**config.mk**
```make
export PLATFORM = sky130hd
export DESIGN_NAME = ps_tx_scheduler_flat
export DESIGN_NICKNAME = d
export VERILOG_FILES = /design/src/rtl/ps_tx_scheduler_if.sv /design/src/rtl/ps_tx_scheduler.sv /design/src/flat_wrapper.sv
export SDC_FILE = /design/constraint.sdc
export NUM_CORES = 1
export LEC_CHECK = 0
export ABC_AREA = 1
export CAP_MARGIN = 20
export CORE_MARGIN = 1
export CORE_UTILIZATION = 43
export CTS_BUF_LIST = sky130_fd_sc_hd__clkbuf_4 sky130_fd_sc_hd__clkbuf_8
export CTS_CLUSTER_SIZE = 30
export DETAILED_ROUTE_END_ITERATION = 12
export PLACE_DENSITY = 0.78
export SLEW_MARGIN = 20
export SYNTH_ARGS = -nofsm -noshare
export SYNTH_HDL_FRONTEND = slang
export SYNTH_SLANG_ARGS = --single-unit
```
**constraint.sdc**
```tcl
create_clock -name clk_4f -period 1.08 [get_ports clk_4f]
set_input_delay 0.162 -clock clk_4f [delete_from_list [all_inputs] [get_ports clk_4f]]
set_output_delay 0.162 -clock clk_4f [all_outputs]
set_load 0.02 [all_outputs]
```
**src/rtl/ps_tx_scheduler_if.sv**
```systemverilog
// Byte-lane requests, retrain and converter-side outputs of ps_tx_scheduler.
// The master drives lane bytes; the slave (scheduler) grants and emits bytes.
interface ps_tx_scheduler_if;
    logic [7:0] data0_in;
    logic       valid0_in;
    logic [7:0] data1_in;
    logic       valid1_in;
    logic       retrain;
    logic       grant0;
    logic       grant1;
    logic [7:0] data_out;
    logic       valid_out;
    logic       k_out;
    logic       lane_out;
    logic       link_up;

    modport master (
        output data0_in, valid0_in, data1_in, valid1_in, retrain,
        input  grant0, grant1, data_out, valid_out, k_out, lane_out, link_up
    );

    modport slave (
        input  data0_in, valid0_in, data1_in, valid1_in, retrain,
        output grant0, grant1, data_out, valid_out, k_out, lane_out, link_up
    );
endinterface

```
**src/rtl/ps_tx_scheduler.sv**
```systemverilog
// Two-lane round-robin byte scheduler with comma training for the P2S converter.
// Optional periodic skip symbols are enabled by defining SCHED_SKIP_EN.
module ps_tx_scheduler #(
    parameter int         TRAIN_LEN   = 4,
    parameter logic [7:0] IDLE_SYM    = 8'hBC,
    parameter logic [7:0] SKIP_SYM    = 8'h1C,
    parameter int         SKIP_PERIOD = 16
) (
    input  logic             clk_4f,
    input  logic             reset,
    ps_tx_scheduler_if.slave bus
);

    typedef enum logic {TRAIN, ACTIVE} state_t;

    localparam logic [7:0] TRAIN_LAST = 8'(TRAIN_LEN - 1);

    state_t     state;
    logic [7:0] train_cnt;
    logic       last;
    logic       skip_slot;
    logic       arb_ok;
    logic       take0;
    logic       take1;

`ifdef SCHED_SKIP_EN
    localparam int            SW        = $clog2(SKIP_PERIOD);
    localparam logic [SW-1:0] SKIP_LAST = SW'(SKIP_PERIOD - 1);

    logic [SW-1:0] skip_cnt;

    assign skip_slot = (state == ACTIVE) && (skip_cnt == SKIP_LAST);

    // Held at zero outside ACTIVE so every entry starts a fresh period.
    always_ff @(posedge clk_4f or posedge reset) begin
        if (reset)
            skip_cnt <= '0;
        else if (state != ACTIVE || skip_slot)
            skip_cnt <= '0;
        else
            skip_cnt <= skip_cnt + 1'b1;
    end
`else
    assign skip_slot = 1'b0;

    wire unused_skip = ^{SKIP_SYM, 8'(SKIP_PERIOD)};
`endif

    assign arb_ok = (state == ACTIVE) && !bus.retrain && !skip_slot;
    assign take0  = arb_ok && bus.valid0_in && (!bus.valid1_in || last);
    assign take1  = arb_ok && bus.valid1_in && (!bus.valid0_in || !last);

    assign bus.grant0 = take0;
    assign bus.grant1 = take1;

    always_ff @(posedge clk_4f or posedge reset) begin
        if (reset) begin
            state         <= TRAIN;
            train_cnt     <= '0;
            last          <= 1'b1;
            bus.data_out  <= IDLE_SYM;
            bus.valid_out <= 1'b0;
            bus.k_out     <= 1'b1;
            bus.lane_out  <= 1'b0;
            bus.link_up   <= 1'b0;
        end else begin
            unique case (state)
                TRAIN: begin
                    bus.data_out  <= IDLE_SYM;
                    bus.valid_out <= 1'b0;
                    bus.k_out     <= 1'b1;
                    if (bus.retrain) begin
                        train_cnt <= '0;
                    end else if (train_cnt == TRAIN_LAST) begin
                        train_cnt   <= '0;
                        state       <= ACTIVE;
                        bus.link_up <= 1'b1;
                    end else begin
                        train_cnt <= train_cnt + 8'd1;
                    end
                end
                ACTIVE: begin
                    if (bus.retrain) begin
                        state         <= TRAIN;
                        train_cnt     <= '0;
                        bus.link_up   <= 1'b0;
                        bus.data_out  <= IDLE_SYM;
                        bus.valid_out <= 1'b0;
                        bus.k_out     <= 1'b1;
                    end else if (skip_slot) begin
                        bus.data_out  <= SKIP_SYM;
                        bus.valid_out <= 1'b0;
                        bus.k_out     <= 1'b1;
                    end else if (take0 || take1) begin
                        bus.data_out  <= take1 ? bus.data1_in : bus.data0_in;
                        bus.valid_out <= 1'b1;
                        bus.k_out     <= 1'b0;
                        bus.lane_out  <= take1;
                        last          <= take1;
                    end else begin
                        bus.data_out  <= IDLE_SYM;
                        bus.valid_out <= 1'b0;
                        bus.k_out     <= 1'b1;
                    end
                end
                default: state <= TRAIN;
            endcase
        end
    end

endmodule

```
**src/flat_wrapper.sv**
```systemverilog
// flat-port wrapper written by rule: the top's interface ports become plain ports
module ps_tx_scheduler_flat 
#(
    parameter int         TRAIN_LEN   = 4,
    parameter logic [7:0] IDLE_SYM    = 8'hBC,
    parameter logic [7:0] SKIP_SYM    = 8'h1C,
    parameter int         SKIP_PERIOD = 16
)
  (clk_4f, reset, bus_data0_in, bus_valid0_in, bus_data1_in, bus_valid1_in, bus_retrain, bus_grant0, bus_grant1, bus_data_out, bus_valid_out, bus_k_out, bus_lane_out, bus_link_up);
  ps_tx_scheduler_if bus_i ();
  input  logic clk_4f;
  input  logic reset;
  input wire logic [$bits(bus_i.data0_in)-1:0] bus_data0_in;
  input wire logic [$bits(bus_i.valid0_in)-1:0] bus_valid0_in;
  input wire logic [$bits(bus_i.data1_in)-1:0] bus_data1_in;
  input wire logic [$bits(bus_i.valid1_in)-1:0] bus_valid1_in;
  input wire logic [$bits(bus_i.retrain)-1:0] bus_retrain;
  output wire logic [$bits(bus_i.grant0)-1:0] bus_grant0;
  output wire logic [$bits(bus_i.grant1)-1:0] bus_grant1;
  output wire logic [$bits(bus_i.data_out)-1:0] bus_data_out;
  output wire logic [$bits(bus_i.valid_out)-1:0] bus_valid_out;
  output wire logic [$bits(bus_i.k_out)-1:0] bus_k_out;
  output wire logic [$bits(bus_i.lane_out)-1:0] bus_lane_out;
  output wire logic [$bits(bus_i.link_up)-1:0] bus_link_up;
  assign bus_i.data0_in = bus_data0_in;
  assign bus_i.valid0_in = bus_valid0_in;
  assign bus_i.data1_in = bus_data1_in;
  assign bus_i.valid1_in = bus_valid1_in;
  assign bus_i.retrain = bus_retrain;
  assign bus_grant0 = bus_i.grant0;
  assign bus_grant1 = bus_i.grant1;
  assign bus_data_out = bus_i.data_out;
  assign bus_valid_out = bus_i.valid_out;
  assign bus_k_out = bus_i.k_out;
  assign bus_lane_out = bus_i.lane_out;
  assign bus_link_up = bus_i.link_up;
  ps_tx_scheduler #(.TRAIN_LEN(TRAIN_LEN), .IDLE_SYM(IDLE_SYM), .SKIP_SYM(SKIP_SYM), .SKIP_PERIOD(SKIP_PERIOD)) u_core (.clk_4f(clk_4f), .reset(reset), .bus(bus_i));
endmodule
```
==> results by group <==
Global route
  • Global-route usage over all layers: about 26%
  • Vias in the first global route: 1199
  • Congestion Overflow GR: 0
  • Initial antenna violation count: 0
  • First-pass GRT wire length: a little over 5000 um
  • Largest net degree at the start of global routing: 23

Synthesis
  • Distinct cells, synth: 17
  • Count leader, synth: nand2_1
  • Ys flop type: dfrtp_1
  • Seq cells post-synth: 22
  • Post-synth EDFFs: 0
  • Syn avg cell area: 7.90 um^2
  • Synth top area share: about a third
  • Top cells by count, synth: nand2_1 (58), dfrtp_1 (15), nand3_1 (12)
  • Most area-hungry cell type in the Yosys netlist: dfrtp_1
  • Sequential share of the synthesized area: 50.6%
  • Mapped Cells: 140
  • Synth async-reset ratio: 100%
  • Top cells by area, synth: dfrtp_1 (34%), nand2_1 (20%), dfstp_2 (17%)
  • Warnings, synthesis: 0
  • Syn_nets: ~160
  • Synth Cell Area: 1110 um^2

Clock tree
  • Worst skew pair latency: 0.33 ns
  • CTS tree: built
  • Hold_buf cts: 0
  • Clock Pin Slew Worst Setup and Hold Paths: around 0.14 ns
  • H-tree Lvls: 1
  • CTS buffer count: 3
  • CTS root buf: clkbuf_4
  • Clk sinks: 22
  • Clock Path Buffers: 2

Drt
  • Drt wl/cell: around 18 um
  • DRT Pass-1 Iters: 6
  • Initial DRC Count: 37
  • Drc violations: 0
  • DRT Wirelength: ~4200 um
  • Via count: 1286
  • Final antenna-violating net count: 0
  • Vias per cell: around 5.4

STA
  • Final setup margin: -0.420 ns
  • Slew Limit Fails: 0
  • Fmax: 667 MHz
  • Post-Route Skew: 0.00184 ns
  • Unrepaired setup endpoints after global routing: yes
  • Final hold vios: 0
  • Max-Slew Margin vs Limit: approximately 82%
  • Worst-margin pin slew: 0.273 ns
  • Final min period: between 1.5 and 2 ns
  • # setup viols final: 28
  • Final period util: 139%

Final layout
  • Area grow syn2layout: 84.3%
  • Design Area, Final: approximately 2000 um^2
  • Diodes inserted: 0
  • Layout cell share with drive strength beyond 1: between 50% and 60%
  • Final #Nets: between 200 and 250
  • Fin util: 83.0%

Critical path
  • CP Max Fanout: 3
  • Arrival time worst endpoint: 1.34 ns
  • Crit path capture type: output port
  • Worst Setup SP: u_core.state
  • Reg2Reg Depth: 8
  • Critical path data required time: 0.92 ns
  • Worst R2R Setup Slack: -0.34 ns
  • Start of the worst register-to-register path: u_core.state
  • Critical path type: reg -> out
  • Startpoint types: flop

Power and ir drop
  • Design Power: roughly 0.0031 W
  • Pwr Density: ~1500 nW/um^2
  • Worst VDD drop: around 1.5 mV
  • P_leak: approximately 0.95 nW

Floorplanning
  • Die width: 52.7 um
  • Core ar.: ~2500 um^2
  • Die H: between 50 and 60 um
  • Starting Density: 45.1%
  • Io pins: 35
  • FP Rows: 18
  • Die area: approximately 2800 um^2

Placement
  • Port Buf Inserts: 34
  • DP HPWL: between 2000 and 2500 um
  • GPL Wtd Cong: 0.852
  • Dpl cell area: around 1600 um^2

Flow run
  • Maxcap violations: 0

Run status
  • Failing checks: negative setup slack
  • Outcome: complete, but fails checks

Worst hold path
  • Worst min-delay path class: in -> async
-- power by group --
part	leakage (nW)	internal [W]	total (W)	switching, W
Sequential	0.271	0.000976	0.00114	0.000161
Combinational	0.653	0.000645	0.00130	0.000652
Clock	0.0279	0.000376	0.000679	0.000303
-- flip-flops by register name, indices dropped and copies added (netlist names) --
| name | count |
|---|---|
| u_core.bus.data_out | 8 |
| u_core.bus.k_out | 1 |
| u_core.bus.lane_out | 1 |
| u_core.bus.link_up | 1 |
| u_core.bus.valid_out | 1 |
| u_core.last | 1 |
| u_core.state | 1 |
| u_core.train_cnt | 8 |
-- worst paths after layout --
kind                                     endpoint
min in group clk_4f        u_core.bus.data_out[1]
hold reg to reg                u_core.bus.link_up
setup reg to reg           u_core.bus.data_out[0]
hold / removal                u_core.train_cnt[2]
setup / recovery                       bus_grant0
max in group asynchronous  u_core.bus.data_out[7]
-- routing by layer --
| metal | vias up | GRT usage [%] | routed length (um) |
|---|---|---|---|
| met3 | 22 | 8.70 | 271 |
| li1 | 576 | - | - |
| met5 | - | 0 | 0 |
| met4 | 0 | 12.7 | 194 |
| met1 | 620 | 23.6 | 1470 |
| met2 | 68 | 48.9 | 2280 |
-- layout make-up --
class | instances | area (um^2)
clock inverters | 1 | 30.0
multi-input cells | 103 | 718
fillers | 132 | 417
flip-flops and latches | 22 | 564
inverters | 14 | 57.6
well taps | 30 | 37.5
clock buffers | 3 | 22.5
repair buffers | 63 | 608
-- logic make-up (layout without fill, tap and decap cells) --
kind of cell               after synthesis  after routing  share of synthesized area, %
and+or+nand+nor                         90             90                          36.8
DFF                                     22             22                          50.6
buffers and inverters                   15             81                          5.43
AOI/OAI and AO/OA                       11             11                          4.98
adders and majority gates                2              2                          2.26
-- cells in the final DEF (no fill, tap or decap), drive strengths merged --
cell type,instances
clkbuf,3
dfrtp,15
nand4,3
nor2,13
buf,43
nand2,60
bufinv,1
ha,2
dlygate4sd2,1
dfstp,7
o21ai,7
nand3,14
a21oi,4
clkdlybuf4s50,19
inv,14
-- metrics by stage --
stage	hold slack (ns)	std cells	setup TNS, ns	setup slack, ns
after global routing	0.144	236	-6.30	-0.475
after detailed placement	0.458	219	-10.15	-0.696
after floorplan	0.146	140	-0.00807	-0.00269
final	0.124	236	-4.90	-0.420
after global placement	0.453	219	-9.68	-0.695
after CTS	0.156	230	-3.00	-0.310
-- worst max-delay path, cell delays in order, from the launching register on --
cell     delay [ns]
dfrtp_1        0.46
inv_2          0.11
nor2_8         0.15
nand3_4        0.09
inv_2          0.07
buf_6          0.11
-- timing repair --
action | 4_1_cts | 5_1_grt
gates resized for setup | 108 | 44
buffers inserted | 6 | 9
pin swaps | 18 | 18
endpoints found under the setup margin | 36 | 31
gates cloned | 1 | 0
(Power assumes the default switching activity.)
